**src/rtl/mc_seq_ctrl.sv**
```systemverilog
`timescale 1ns/1ps
// Multi-cycle control sequencer: fetch, decode, operand reads, ALU execute and
// write-back, all serialised over one shared synchronous memory port.
module mc_seq_ctrl #(
    parameter int unsigned ADDR_W  = 5,
    parameter int unsigned DATA_W  = 32,
    parameter int unsigned CNT_W   = 16,
    parameter logic [5:0]  HALT_OP = 6'h3F
) (
    input  logic              clk,
    input  logic              reset,
    input  logic              start,
    input  logic              stop_req,
    output logic [ADDR_W-1:0] mem_addr,
    output logic              mem_re,
    output logic              mem_we,
    output logic [DATA_W-1:0] mem_wdata,
    input  logic [DATA_W-1:0] mem_rdata,
    output logic [3:0]        alu_op,
    output logic [DATA_W-1:0] alu_a,
    output logic [DATA_W-1:0] alu_b,
    input  logic [DATA_W-1:0] alu_y,
    output logic [ADDR_W-1:0] pc,
    output logic              busy,
    output logic              halted,
    output logic              error,
    output logic [CNT_W-1:0]  instr_count
);

    localparam int unsigned IMM_W   = 16;
    localparam int unsigned REG_W   = 5;
    localparam logic [5:0]  MAX_OP  = 6'd11;

    typedef enum logic [3:0] {
        S_IDLE,
        S_FETCH,
        S_FETCH_W,
        S_DECODE,
        S_RD_A,
        S_RD_A_W,
        S_RD_B,
        S_RD_B_W,
        S_EXEC,
        S_WB,
        S_HALTED
    } state_t;

    state_t            state_q, state_d;
    logic [ADDR_W-1:0] pc_q, pc_d;
    logic [DATA_W-1:0] ir_q, ir_d;
    logic [DATA_W-1:0] a_q, a_d;
    logic [DATA_W-1:0] b_q, b_d;
    logic [DATA_W-1:0] res_q, res_d;
    logic [CNT_W-1:0]  cnt_q, cnt_d;
    logic              err_q, err_d;

    // Instruction field decode from the held instruction register
    logic [5:0]       opcode;
    logic [REG_W-1:0] rd, rs, rt, shamt;
    logic [IMM_W-1:0] imm;

    assign opcode = ir_q[31:26];
    assign rd     = ir_q[25:21];
    assign rs     = ir_q[20:16];
    assign rt     = ir_q[15:11];
    assign shamt  = ir_q[10:6];
    assign imm    = ir_q[15:0];

    always_ff @(posedge clk or posedge reset) begin
        if (reset) begin
            state_q <= S_IDLE;
            pc_q    <= '0;
            ir_q    <= '0;
            a_q     <= '0;
            b_q     <= '0;
            res_q   <= '0;
            cnt_q   <= '0;
            err_q   <= 1'b0;
        end else begin
            state_q <= state_d;
            pc_q    <= pc_d;
            ir_q    <= ir_d;
            a_q     <= a_d;
            b_q     <= b_d;
            res_q   <= res_d;
            cnt_q   <= cnt_d;
            err_q   <= err_d;
        end
    end

    // Next-state, register updates and memory strobes
    always_comb begin
        state_d  = state_q;
        pc_d     = pc_q;
        ir_d     = ir_q;
        a_d      = a_q;
        b_d      = b_q;
        res_d    = res_q;
        cnt_d    = cnt_q;
        err_d    = err_q;
        mem_addr = pc_q;
        mem_re   = 1'b0;
        mem_we   = 1'b0;

        case (state_q)
            S_IDLE, S_HALTED: begin
                if (start) begin
                    state_d = S_FETCH;
                    pc_d    = '0;
                    cnt_d   = '0;
                    err_d   = 1'b0;
                end
            end
            S_FETCH: begin
                mem_re  = 1'b1;
                state_d = S_FETCH_W;
            end
            S_FETCH_W: begin
                ir_d    = mem_rdata;
                state_d = S_DECODE;
            end
            S_DECODE: begin
                if (opcode == HALT_OP) begin
                    state_d = S_HALTED;
                end else if (opcode > MAX_OP) begin
                    err_d   = 1'b1;
                    state_d = S_HALTED;
                end else begin
                    state_d = S_RD_A;
                end
            end
            S_RD_A: begin
                mem_addr = ADDR_W'(rs);
                mem_re   = 1'b1;
                state_d  = S_RD_A_W;
            end
            S_RD_A_W: begin
                a_d = mem_rdata;
                // Register ops fetch B from memory; the rest form it from the instruction
                case (opcode)
                    6'd0, 6'd1, 6'd2, 6'd3, 6'd6, 6'd7: begin
                        state_d = S_RD_B;
                    end
                    6'd5: begin
                        b_d     = {{(DATA_W-IMM_W){imm[IMM_W-1]}}, imm};
                        state_d = S_EXEC;
                    end
                    6'd10, 6'd11: begin
                        b_d     = DATA_W'(shamt);
                        state_d = S_EXEC;
                    end
                    default: begin
                        b_d     = DATA_W'(imm);
                        state_d = S_EXEC;
                    end
                endcase
            end
            S_RD_B: begin
                mem_addr = ADDR_W'(rt);
                mem_re   = 1'b1;
                state_d  = S_RD_B_W;
            end
            S_RD_B_W: begin
                b_d     = mem_rdata;
                state_d = S_EXEC;
            end
            S_EXEC: begin
                res_d   = alu_y;
                state_d = S_WB;
            end
            S_WB: begin
                mem_addr = ADDR_W'(rd);
                mem_we   = 1'b1;
                pc_d     = pc_q + ADDR_W'(1);
                cnt_d    = cnt_q + CNT_W'(1);
                state_d  = stop_req ? S_HALTED : S_FETCH;
            end
            default: begin
                state_d = S_IDLE;
            end
        endcase
    end

    assign mem_wdata   = res_q;
    assign alu_op      = opcode[3:0];
    assign alu_a       = a_q;
    assign alu_b       = b_q;
    assign pc          = pc_q;
    assign busy        = (state_q != S_IDLE) && (state_q != S_HALTED);
    assign halted      = (state_q == S_HALTED);
    assign error       = err_q;
    assign instr_count = cnt_q;

endmodule

```
**config.mk**
```make
export PLATFORM = sky130hd
export DESIGN_NAME = mc_seq_ctrl
export DESIGN_NICKNAME = d
export VERILOG_FILES = /design/src/rtl/mc_seq_ctrl.sv
export SDC_FILE = /design/constraint.sdc
export NUM_CORES = 1
export LEC_CHECK = 0
export ABC_AREA = 1
export ABC_CLOCK_PERIOD_IN_PS = 9600
export BUFFER_PORTS_ARGS = -buffer_cell sky130_fd_sc_hd__buf_2
export CAP_MARGIN = 30
export CORE_MARGIN = 3
export CORE_UTILIZATION = 30
export CTS_CLUSTER_DIAMETER = 80
export DETAILED_ROUTE_END_ITERATION = 16
export SKIP_CTS_REPAIR_TIMING = 1
export SLEW_MARGIN = 20
export SYNTH_ARGS = -nofsm -noshare
export SYNTH_HDL_FRONTEND = slang
export SYNTH_SLANG_ARGS = --single-unit
```
**constraint.sdc**
```tcl
create_clock -name clk -period 9.6 [get_ports clk]
set_input_delay 1.92 -clock clk [delete_from_list [all_inputs] [get_ports clk]]
set_output_delay 1.92 -clock clk [all_outputs]
set_load 0.005 [all_outputs]
```
==> results by group <==
Outcome
  • Outcome: complete, no violations

Global route
  • Overflow left after global routing: 0
  • Vias in the first global route: 5628
  • First-pass GRT wire length: 30700 um
  • Grt met1 use: 23.6%
  • Largest net degree at the start of global routing: 71
  • Total track usage: 15.9%
  • Initial antenna violation count: 0
  • GRT met3 Usage: 3.68%
  • Met2 usage: 23.2%
  • GRT busiest layer: met1

Drt
  • First DRT Iteration DRCs: 397
  • Via count: 5837
  • Wirelength per Cell: 14.8 um
  • # DRC: 0
  • Final wirelength: 19300 um
  • Routed Antenna Nets: 0
  • First drt pass iteration count: 5
  • DR vias/cell: 4.49

STA
  • Setup Viol. Count Final: 0
  • Slew headroom: 45.7%
  • Crit path time final: 3.72 ns
  • Worst slew pin tran: 0.813 ns
  • Final TNS setup: 0 ns
  • Final hold viol count: 0
  • Unrepaired setup endpoints after global routing: no
  • Fin crit share: 38.8%
  • Fmax: 269 MHz
  • Slew Limit Fails: 0
  • Layout Skew: 0.0131 ns

Clock network
  • CTS tree: done
  • Worst-Skew Late Latency: 0.43 ns
  • # H-tree levels: 4
  • TritonCTS buffer count: 17
  • Worst-path clk slew: 0.07 ns
  • Clock Tree Buf Depth: 2
  • Sink Count: 154
  • Clk root buf: clkbuf_16

Setup path
  • CP Capture Type: primary output
  • Crit-path max FO: 11
  • Critical path arrival: 1.80 ns
  • Cell count of the worst reg-to-reg path: 9
  • Setup Crit Path Kind: reg2out
  • Required @ worst endpoint: 7.68 ns
  • CP startpoint kind: flip-flop

Die
  • Core ar.: 0.0220 mm2
  • Row cnt: 54
  • Die height: 157 um
  • I/O pins: 199
  • Starting Density: 30.9%
  • Chip Width: 157 um
  • Die area: 0.0245 mm2

Synthesis
  • Syn Std Cell Area: 0.00680 mm2
  • Mapped Cells: 820
  • Asr flop ratio synth: 100%
  • Post-synthesis cell type count: 33
  • Post-synth EDFFs: 0
  • Yosys Warn Count: 0
  • Post-synth top flop: dfrtp_1
  • Sequential cell area fraction in the yosys report: 56.6%
  • #FFs+latches synth: 154
  • Synth Area per Inst: 8.30 um2
  • Syn nets: 890

Pwr
  • Peak VDD IR: 0.0994 mV
  • LEAKAGE: 4.52 nW
  • Pwr dens: 318 mW/mm2

Placed design
  • Placer congestion estimate: 0.797
  • Cell Area, Placed: 0.00799 mm2
  • Placed Instances: 1267
  • Port bufs: 198
  • DP Wirelength: 13700 um

Flow run
  • Max_cap viols: 0

Final layout
  • Area delta synth->final: 26.0%
  • Leading cell type in the layout, fill and taps excluded: nand2_1
  • Commonest non-fill, non-tap cells in the layout: nand2_1, buf_2, dfrtp_1
  • Post-Layout Cell Count: 1300
  • Fillers: 2301
  • Nets: 1076
  • Post-route cell area: 0.00857 mm2
  • Fraction of layout cells with a size suffix above 1: 26.1%

Hold path
  • Hold Path Depth: 2
  • Tightest Hold Check Type: reg2reg
[report_power, final]
part,total [mW],internal (mW),switching (mW)
Clock,0.655,0.346,0.309
Sequential,1.12,0.943,0.180
Combinational,0.951,0.379,0.572
Total,2.73,1.67,1.06
[registers in the layout, summed over array words and instances, names as in the netlist]
signal       cells
alu_a           32
alu_b           32
ir_q            32
mem_wdata       32
instr_count     16
pc               5
state_q          4
error            1
[per-stage QoR]
stage	worst slack (ns)	utilization (%)	total power [mW]	hold WS (ns)
after floorplan	3.53	-	1.69	0.442
after global placement	6.13	36.2	2.09	0.449
after detailed placement	6.30	36.3	2.11	0.454
after CTS	5.83	38.9	2.78	0.471
after global routing	5.69	38.9	2.97	0.481
final	5.88	38.9	2.73	0.464
[cell type report]
class	count	area (um2)	share of cell area [%]
flip-flops and latches	154	3850	45.0
clock inverters	15	150	1.75
inverters	70	269	3.14
diodes	1	2.50	0.0292
well taps	280	350	4.09
repair buffers	203	1050	12.2
clock buffers	17	425	4.96
multi-input cells	560	2470	28.8
[logic make-up after synthesis]
logic type | Yosys count | share of synthesized area, %
AOI/OAI and AO/OA | 78 | 6.55
and+or+nand+nor | 478 | 29.1
DFF | 154 | 56.6
buffers and inverters | 106 | 7.12
xor gates and xnor gates | 2 | 0.257
adders and majority gates | 2 | 0.368
[worst paths after layout]
path                             from             to  slack, ns
max reg2reg                state_q[3]      alu_b[24]       7.33
min reg2reg                 alu_a[10]      alu_a[10]       0.46
max in group asynchronous       reset       ir_q[29]       7.14
max                        state_q[1]    mem_addr[3]       5.88
min                         alu_a[10]      alu_a[10]       0.46
min in group asynchronous       reset  mem_wdata[15]       1.49
[metal layers]
metal | up-vias | share of wire, %
met5 | - | 0
met4 | 0 | 1.1
met3 | 13 | 5.6
met2 | 172 | 43
met1 | 2695 | 51
li1 | 2957 | -
[worst max-delay path, cell delays in order, from the launching register on]
cell	delay, ns
dfrtp_1	0.41
inv_1	0.10
nand2_2	0.10
inv_1	0.07
nand2_1	0.23
o2111ai_1	0.31
buf_2	0.16
[cell usage after synthesis, types with 2 or more instances]
cell	count	share of area, %
buf_6	5	0.83
nor3_1	4	0.29
nor2_4	2	0.33
nand3b_1	5	0.55
o21ai_0	40	2.9
nand3_1	59	4.3
nand4_1	7	0.64
nor2_1	49	2.7
inv_2	5	0.28
dfrtp_1	154	57
nor2_2	6	0.55
buf_2	11	0.81
o2111ai_1	2	0.26
nand2_2	4	0.37
and2_1	2	0.18
o21ai_1	15	1.1
a21oi_1	6	0.44
buf_4	9	0.99
inv_1	64	3.5
ha_1	2	0.37
o22ai_1	2	0.18
clkbuf_1	11	0.61
xor2_1	2	0.26
nand2_1	336	19
o21ai_2	10	1.3
Note: power is estimated with default switching activity, not from simulation.
